===== src/rtl/mx_l1_block_sched.sv =====
// MX level-1 block scheduler: feeds 4-product groups to an external adder and
// accumulates BLOCK_GROUPS adder results into one block result.
module mx_l1_block_sched #(
  parameter int BLOCK_GROUPS = 8,
  parameter int ACC_W        = 16
) (
  input  logic                    clk,
  input  logic                    rst_n,
  input  logic                    soft_clr,
  input  logic                    cfg_valid,
  input  logic [1:0]              cfg_prec_mode,
  output logic                    cfg_ready,
  input  logic                    in_valid,
  output logic                    in_ready,
  input  logic [15:0]             in_mant,
  input  logic [23:0]             in_exp,
  input  logic [3:0]              in_sign,
  output logic [15:0]             add_mant,
  output logic [23:0]             add_exp,
  output logic [3:0]              add_sign,
  output logic [1:0]              add_prec_mode,
  input  logic [9:0]              add_res_mant,
  input  logic [5:0]              add_res_exp,
  input  logic                    add_res_sign,
  output logic                    out_valid,
  input  logic                    out_ready,
  output logic signed [ACC_W-1:0] out_acc,
  output logic [5:0]              out_exp,
  output logic                    out_exp_mismatch,
  output logic [1:0]              out_prec_mode,
  output logic [1:0]              dbg_state
);

  localparam int CNT_W = (BLOCK_GROUPS > 1) ? $clog2(BLOCK_GROUPS) : 1;
  localparam logic [CNT_W-1:0] LAST_GRP = CNT_W'(BLOCK_GROUPS - 1);

  typedef enum logic [1:0] {IDLE, RUN, FLUSH, DONE} state_t;

  // Handshakes: a transfer happens on a rising edge where valid && ready.
  // cfg is ready only in IDLE, in only in RUN, out is valid only in DONE.
  state_t             state_q, state_d;
  logic [1:0]         mode_q, mode_d;
  logic [CNT_W-1:0]   cnt_q, cnt_d;
  logic               pv_q, pv_d;
  logic [ACC_W-1:0]   acc_q, acc_d;
  logic [5:0]         exp_q, exp_d;
  logic               mism_q, mism_d;
  logic               have_exp_q, have_exp_d;
  logic [15:0]        mant_q, mant_d;
  logic [23:0]        aexp_q, aexp_d;
  logic [3:0]         sign_q, sign_d;

  logic               accept;
  logic signed [10:0] res_tc;
  logic [ACC_W-1:0]   addend;

  assign cfg_ready = (state_q == IDLE);
  assign in_ready  = (state_q == RUN);
  assign out_valid = (state_q == DONE);
  assign accept    = in_valid && in_ready;
  assign res_tc    = {add_res_sign, add_res_mant};

  // Mode 11 returns a two's complement result; the other modes return sign-magnitude.
  always_comb begin
    addend = '0;
    if (mode_q == 2'b11) begin
      addend = ACC_W'(res_tc);
    end else if (add_res_sign) begin
      addend = ACC_W'(0) - ACC_W'(add_res_mant);
    end else begin
      addend = ACC_W'(add_res_mant);
    end
  end

  always_comb begin
    state_d    = state_q;
    mode_d     = mode_q;
    cnt_d      = cnt_q;
    pv_d       = 1'b0;
    acc_d      = acc_q;
    exp_d      = exp_q;
    mism_d     = mism_q;
    have_exp_d = have_exp_q;
    mant_d     = mant_q;
    aexp_d     = aexp_q;
    sign_d     = sign_q;

    if (pv_q) begin
      acc_d = acc_q + addend;
      if (mode_q != 2'b11) begin
        if (!have_exp_q) begin
          exp_d      = add_res_exp;
          have_exp_d = 1'b1;
        end else if (add_res_exp != exp_q) begin
          mism_d = 1'b1;
        end
      end
    end

    unique case (state_q)
      IDLE: begin
        if (cfg_valid) begin
          mode_d     = cfg_prec_mode;
          acc_d      = '0;
          cnt_d      = '0;
          exp_d      = '0;
          mism_d     = 1'b0;
          have_exp_d = 1'b0;
          state_d    = RUN;
        end
      end
      RUN: begin
        if (accept) begin
          mant_d = in_mant;
          aexp_d = in_exp;
          sign_d = in_sign;
          pv_d   = 1'b1;
          cnt_d  = cnt_q + 1'b1;
          if (cnt_q == LAST_GRP) state_d = FLUSH;
        end
      end
      FLUSH: state_d = DONE;
      DONE: begin
        if (out_ready) state_d = IDLE;
      end
      default: state_d = IDLE;
    endcase

    // Abort wins over every handshake; an in-flight group is simply dropped.
    if (soft_clr) begin
      state_d    = IDLE;
      pv_d       = 1'b0;
      cnt_d      = '0;
      acc_d      = '0;
      exp_d      = '0;
      mism_d     = 1'b0;
      have_exp_d = 1'b0;
    end
  end

  always_ff @(posedge clk or negedge rst_n) begin
    if (!rst_n) begin
      state_q    <= IDLE;
      mode_q     <= 2'b00;
      cnt_q      <= '0;
      pv_q       <= 1'b0;
      acc_q      <= '0;
      exp_q      <= '0;
      mism_q     <= 1'b0;
      have_exp_q <= 1'b0;
      mant_q     <= '0;
      aexp_q     <= '0;
      sign_q     <= '0;
    end else begin
      state_q    <= state_d;
      mode_q     <= mode_d;
      cnt_q      <= cnt_d;
      pv_q       <= pv_d;
      acc_q      <= acc_d;
      exp_q      <= exp_d;
      mism_q     <= mism_d;
      have_exp_q <= have_exp_d;
      mant_q     <= mant_d;
      aexp_q     <= aexp_d;
      sign_q     <= sign_d;
    end
  end

  assign add_mant         = mant_q;
  assign add_exp          = aexp_q;
  assign add_sign         = sign_q;
  assign add_prec_mode    = mode_q;
  assign out_acc          = acc_q;
  assign out_exp          = exp_q;
  assign out_exp_mismatch = mism_q;
  assign out_prec_mode    = mode_q;
  assign dbg_state        = state_q;

endmodule


===== config.mk =====
export PLATFORM = sky130hd
export DESIGN_NAME = mx_l1_block_sched
export DESIGN_NICKNAME = d
export VERILOG_FILES = /design/src/rtl/mx_l1_block_sched.sv
export SDC_FILE = /design/constraint.sdc
export NUM_CORES = 1
export LEC_CHECK = 0
export CAP_MARGIN = 20
export CORE_MARGIN = 2
export CORE_UTILIZATION = 34
export DETAILED_ROUTE_END_ITERATION = 6
export GPL_TIMING_DRIVEN = 0
export HOLD_SLACK_MARGIN = 0.08
export MAX_ROUTING_LAYER = met4
export PLACE_DENSITY = 0.66
export SLEW_MARGIN = 10
export SYNTH_ARGS = -nofsm -noshare
export SYNTH_HDL_FRONTEND = slang
export SYNTH_SLANG_ARGS = --single-unit

===== constraint.sdc =====
create_clock -name clk -period 3.2 [get_ports clk]
set_input_delay 0.64 -clock clk [delete_from_list [all_inputs] [get_ports clk]]
set_output_delay 0.64 -clock clk [all_outputs]
set_load 0.02 [all_outputs]

==> qor_table.md <==
| Group | Item | This run |
|---|---|---|
| power and ir drop | Power per Cell Area | 786 nW/um2 |
| hold path | Worst min-delay path category | input port to asynchronous set/reset pin |
| drt | Final WL | 11.1 mm |
| yosys | Fraction of registers with async set/reset | 1.00 |
| yosys | Number of enable flip-flop cells after synthesis | 0 |
| power and ir drop | Proportion of total power due to net switching | 0.373 |
| timing | Fin crit share | 0.979 |
| critical path | Peak fanout along the critical path | 4 |
| yosys | Largest family of logic cells by synthesized area | multiplexers |
| yosys | Cell area after synthesis | 4090 um2 |
| clock tree | Clock transition at the registers of the reported paths | 60 ps |
| clock tree | Cell at the root of the clock tree | sky130_fd_sc_hd__clkbuf_16 |
| power and ir drop | Overall power | 4.96 mW |
| timing | Final Critical Period | 3130 ps |
| global routing | Vias in the first global route | 3730 |
| power and ir drop | Switching power | 1.85 mW |
| critical path | Worst Setup End Kind | flop |
| final layout | Net count reported at finish | 631 |
| final layout | Filler cell count in the final layout | 1052 |
| yosys | Synth unique cells | 52 |
| floorplan | Area of the placeable core | 11900 um2 |
| clock tree | Number of H-tree levels | 3 |
| floorplan | Die Wd | 114 um |
| critical path | Data required time of the critical path | 3460 ps |
| timing | Setup violation total in the final timing report | 0 |
| floorplan | Die area | 12900 um2 |
| job | Max Cap Viol | 0 |
| timing | Worst hold-check slack | 215 ps |
| yosys | Post-synthesis instance total | 368 |
| clock tree | Clock buffer depth | 2 |
| critical path | Classification of the worst setup path | input port to flop |
| final layout | Fraction of layout instances using a drive strength above 1 | 0.220 |
| power and ir drop | Leak | 2.66 nW |
| drt | Antenna Nets Post-Route | 0 |
| power and ir drop | Fraction of power consumed by combinational cells | 0.501 |
| final layout | Ant. Diodes | 0 |
| yosys | Synth Flop Type | sky130_fd_sc_hd__dfrtp_1 |
| yosys | Net count of the mapped netlist | 463 |
| global routing | Leftover overflow at the end of global routing | 0 |
| clock tree | TritonCTS Sinks | 76 |
| drt | WL per Instance | 16.1 um |
| timing | Slew @ Worst Pin | 653 ps |
| global routing | Maximum number of pins on one net before global-route repair | 53 |
| global routing | Initial antenna violation count | 0 |
| yosys | Sequential area share after synthesis | 0.465 |
| critical path | Crit path arrival time | 3390 ps |
| critical path | Slowest CP cell | sky130_fd_sc_hd__or4_4 |
| timing | Number of max-slew violations in the final report | 0 |
| timing | Maximum clock rate | 319 MHz |
| critical path | Register-to-Register Path Depth | 12 |
| run status | Status | complete, no violations |
| critical path | Startpoint of the lowest-slack register-to-register path | add_prec_mode[0]$_DFFE_PN0P_ |
| critical path | Setup slack of the most critical reg-to-reg path | 240 ps |
| clock tree | Total CTS buffers | 9 |
| floorplan | Top-Level Pins | 145 |
| critical path | Biggest cell delay along the critical path | 470 ps |
| clock tree | Clock tree from TritonCTS | yes |
| yosys | Number of warnings reported in the yosys synthesis log | 0 |
| placed design | Post-DP HPWL | 8.31 mm |
| critical path | Reg2reg end | out_acc[10]$_DFF_PN0_ |
| critical path | Cell family with most CP delay | simple AND/OR/NAND/NOR gates |
| yosys | Synthesized-area fraction occupied by ao, oa, aoi and oai cells | 0.105 |
| drt | First-pass DRT Iterations | 4 |
| critical path | Startpoint class of the critical path | input port |
| yosys | Total of flip-flops plus latches after synthesis | 76 |
| final layout | Core occupancy in the finished layout | 0.532 |
| drt | Number of design rule violations left after detail routing | 0 |
| timing | Post-route setup TNS | 0 ps |
| global routing | First-pass GRT wire length | 18.3 mm |
| yosys | Share of the synthesized netlist area taken by xor and xnor gates | 0.0471 |
| drt | Per-cell via count in the routed design | 5.05 |
| yosys | Average cell area after synthesis | 11.1 um2 |
| timing | Count of final hold-check violations | 0 |
| floorplan | Starting Density | 0.345 |
| yosys | Mux contribution to synthesized area | 0.159 |
| drt | Starting DRC count in detailed routing | 103 |
| placed design | Final weighted congestion in routability-driven placement | 0.853 |
| power and ir drop | Internal power component | 3.11 mW |
| floorplan | Total number of placement rows | 40 |
| placed design | Count of input and output buffers | 144 |
| clock tree | Number of hold buffers added after cts | 0 |
| global routing | Total routing usage reported by global routing | 0.184 |
| yosys | Post-Synth Simple-Gate Area | 0.114 |
| power and ir drop | Worst vdd rail ir drop | 0.460 mV |
| critical path | Cell repeated most along the worst path | sky130_fd_sc_hd__a21oi_2 |
| drt | Routed via count | 3475 |
| yosys | Synth Area in Adders | 0.0814 |
| floorplan | Floorplan die height | 114 um |
| timing | Relative slew margins | 0.563 |
| critical path | Crit path cell chain | dlygate4sd2_1 > or3_4 > nor2_4 > a21oi_2 > xor2_1 > ha_1 > nand4_1 > and2b_2 > o311ai_4 > and4_4 > or4_4 > a21oi_2 |
| final layout | Final cell count without fillers | 688 |
| power and ir drop | Clock network power share | 0.195 |
| clock tree | Clk Latency, worst-skew pair | 330 ps |
| placed design | Inst Count DP | 660 |
| critical path | Buffers plus inverters on the worst setup path | 1 |
| final layout | Post-synthesis to final-layout area growth | 54.3% |
| power and ir drop | Flop pwr share | 0.304 |
| timing | Worst-case clock skew | 7.26 ps |
-- what timing repair did --
| item | 4_1_cts | 5_1_grt |
|---|---|---|
| setup endpoints to repair | 8 | 7 |
| pin swaps | 7 | 21 |
| setup buffers | 5 | 7 |
| resized for setup | 28 | 30 |
-- layer usage --
layer | vias to the layer above | global-route usage | share of wire
li1 | 1652 | - | -
met1 | 1672 | 0.224 | 0.44
met2 | 130 | 0.295 | 0.47
met3 | 21 | 0.0457 | 0.071
met4 | 0 | 0.0715 | 0.023
met5 | - | - | 0
-- synth_stat cells, types with 5 or more instances --
master / instances / area share
sky130_fd_sc_hd__dfrtp_1: 76 / 0.47
sky130_fd_sc_hd__mux2_2: 48 / 0.13
sky130_fd_sc_hd__nor2_1: 35 / 0.032
sky130_fd_sc_hd__ha_1: 25 / 0.077
sky130_fd_sc_hd__nand2_1: 24 / 0.022
sky130_fd_sc_hd__a21oi_1: 15 / 0.018
sky130_fd_sc_hd__inv_1: 13 / 0.012
sky130_fd_sc_hd__xor2_1: 13 / 0.028
sky130_fd_sc_hd__mux2i_1: 11 / 0.027
sky130_fd_sc_hd__xnor2_1: 9 / 0.019
sky130_fd_sc_hd__clkbuf_1: 8 / 0.0073
sky130_fd_sc_hd__o21ai_0: 8 / 0.0098
sky130_fd_sc_hd__nor3_1: 7 / 0.0086
sky130_fd_sc_hd__a211oi_1: 6 / 0.011
sky130_fd_sc_hd__nand3_1: 6 / 0.0073
sky130_fd_sc_hd__o22ai_1: 5 / 0.0077
-- cell type report --
cell class,count,area (um2),area share
Clock inverter,7,55.1,0.00873
Sequential cell,76,1900,0.301
Inverter,13,51.3,0.00813
Clock buffer,9,225,0.0357
Multi-Input combinational cell,265,2270,0.360
Buffer,14,75.1,0.0119
Timing Repair Buffer,157,1550,0.245
Tap cell,147,184,0.0292
-- placed cells by master (no fill, tap or decap), types with 3 or more instances in the layout --
cell type	instances
sky130_fd_sc_hd__dfrtp_1	76
sky130_fd_sc_hd__o31ai_1	3
sky130_fd_sc_hd__a21oi_2	4
sky130_fd_sc_hd__buf_4	15
sky130_fd_sc_hd__ha_1	19
sky130_fd_sc_hd__clkbuf_1	8
sky130_fd_sc_hd__a211oi_2	4
sky130_fd_sc_hd__xor2_1	13
sky130_fd_sc_hd__o22ai_1	5
sky130_fd_sc_hd__nand2_1	22
sky130_fd_sc_hd__clkdlybuf4s50_1	135
sky130_fd_sc_hd__mux2_2	48
sky130_fd_sc_hd__dlygate4sd2_1	4
sky130_fd_sc_hd__o21ai_1	3
sky130_fd_sc_hd__nand3_1	6
sky130_fd_sc_hd__inv_1	12
sky130_fd_sc_hd__nor2_1	33
sky130_fd_sc_hd__a21oi_1	10
sky130_fd_sc_hd__a211oi_1	3
sky130_fd_sc_hd__xnor2_1	9
sky130_fd_sc_hd__and4_1	3
sky130_fd_sc_hd__mux2i_1	11
sky130_fd_sc_hd__ha_4	5
sky130_fd_sc_hd__inv_6	4
sky130_fd_sc_hd__nor3_1	6
sky130_fd_sc_hd__clkbuf_16	9
sky130_fd_sc_hd__o21ai_0	6
-- state kept, by name, summed over array words and instances (netlist names) --
name              cells
add_mant             16
pv_q                  1
add_prec_mode         2
out_exp_mismatch      1
add_exp              24
out_exp               6
dbg_state             2
add_sign              4
out_acc              16
cnt_q                 3
have_exp_q            1
-- cells by family after synthesis --
kind of cell	count (synthesis)
buf+inv	27
mux	59
compound gates	61
fa+ha+maj	26
xor+xnor	22
simple gates	97
flops	76
-- stage by stage --
| step | cell area, um2 | setup WS, ps |
|---|---|---|
| after global placement | 5710 | -1410 |
| after floorplan | 4090 | 84.9 |
| after detailed placement | 5740 | -1020 |
| after CTS | 6140 | 3.04 |
| final | 6310 | 67.6 |
| after global routing | 6310 | -23.3 |
-- power groups by stage --
stage          Clock, mW  Sequential, mW  Combinational, mW
6_report           0.969            1.50               2.48
3_5_place_dp           0            1.52               2.39
4_1_cts            0.998            1.50               2.45
2_1_floorplan          0            1.90              0.931
3_3_place_gp           0            1.50               2.36
5_1_grt             1.04            1.55               2.68
-- worst max-delay path by stage --
stage	from	to	slack, ps	cells after the start
floorplan	add_res_mant[0]	out_acc[15]$_DFF_PN0_	80	13
global placement	rst_n	add_exp[14]$_DFFE_PN0P_	-1410	1
detailed placement	add_res_mant[0]	out_acc[15]$_DFF_PN0_	-1020	14
CTS	add_res_sign	out_acc[12]$_DFF_PN0_	3	11
global route	add_res_mant[5]	out_acc[15]$_DFF_PN0_	-20	12
finish	add_res_mant[5]	out_acc[15]$_DFF_PN0_	70	12
Note: power is estimated with default switching activity, not from simulation.
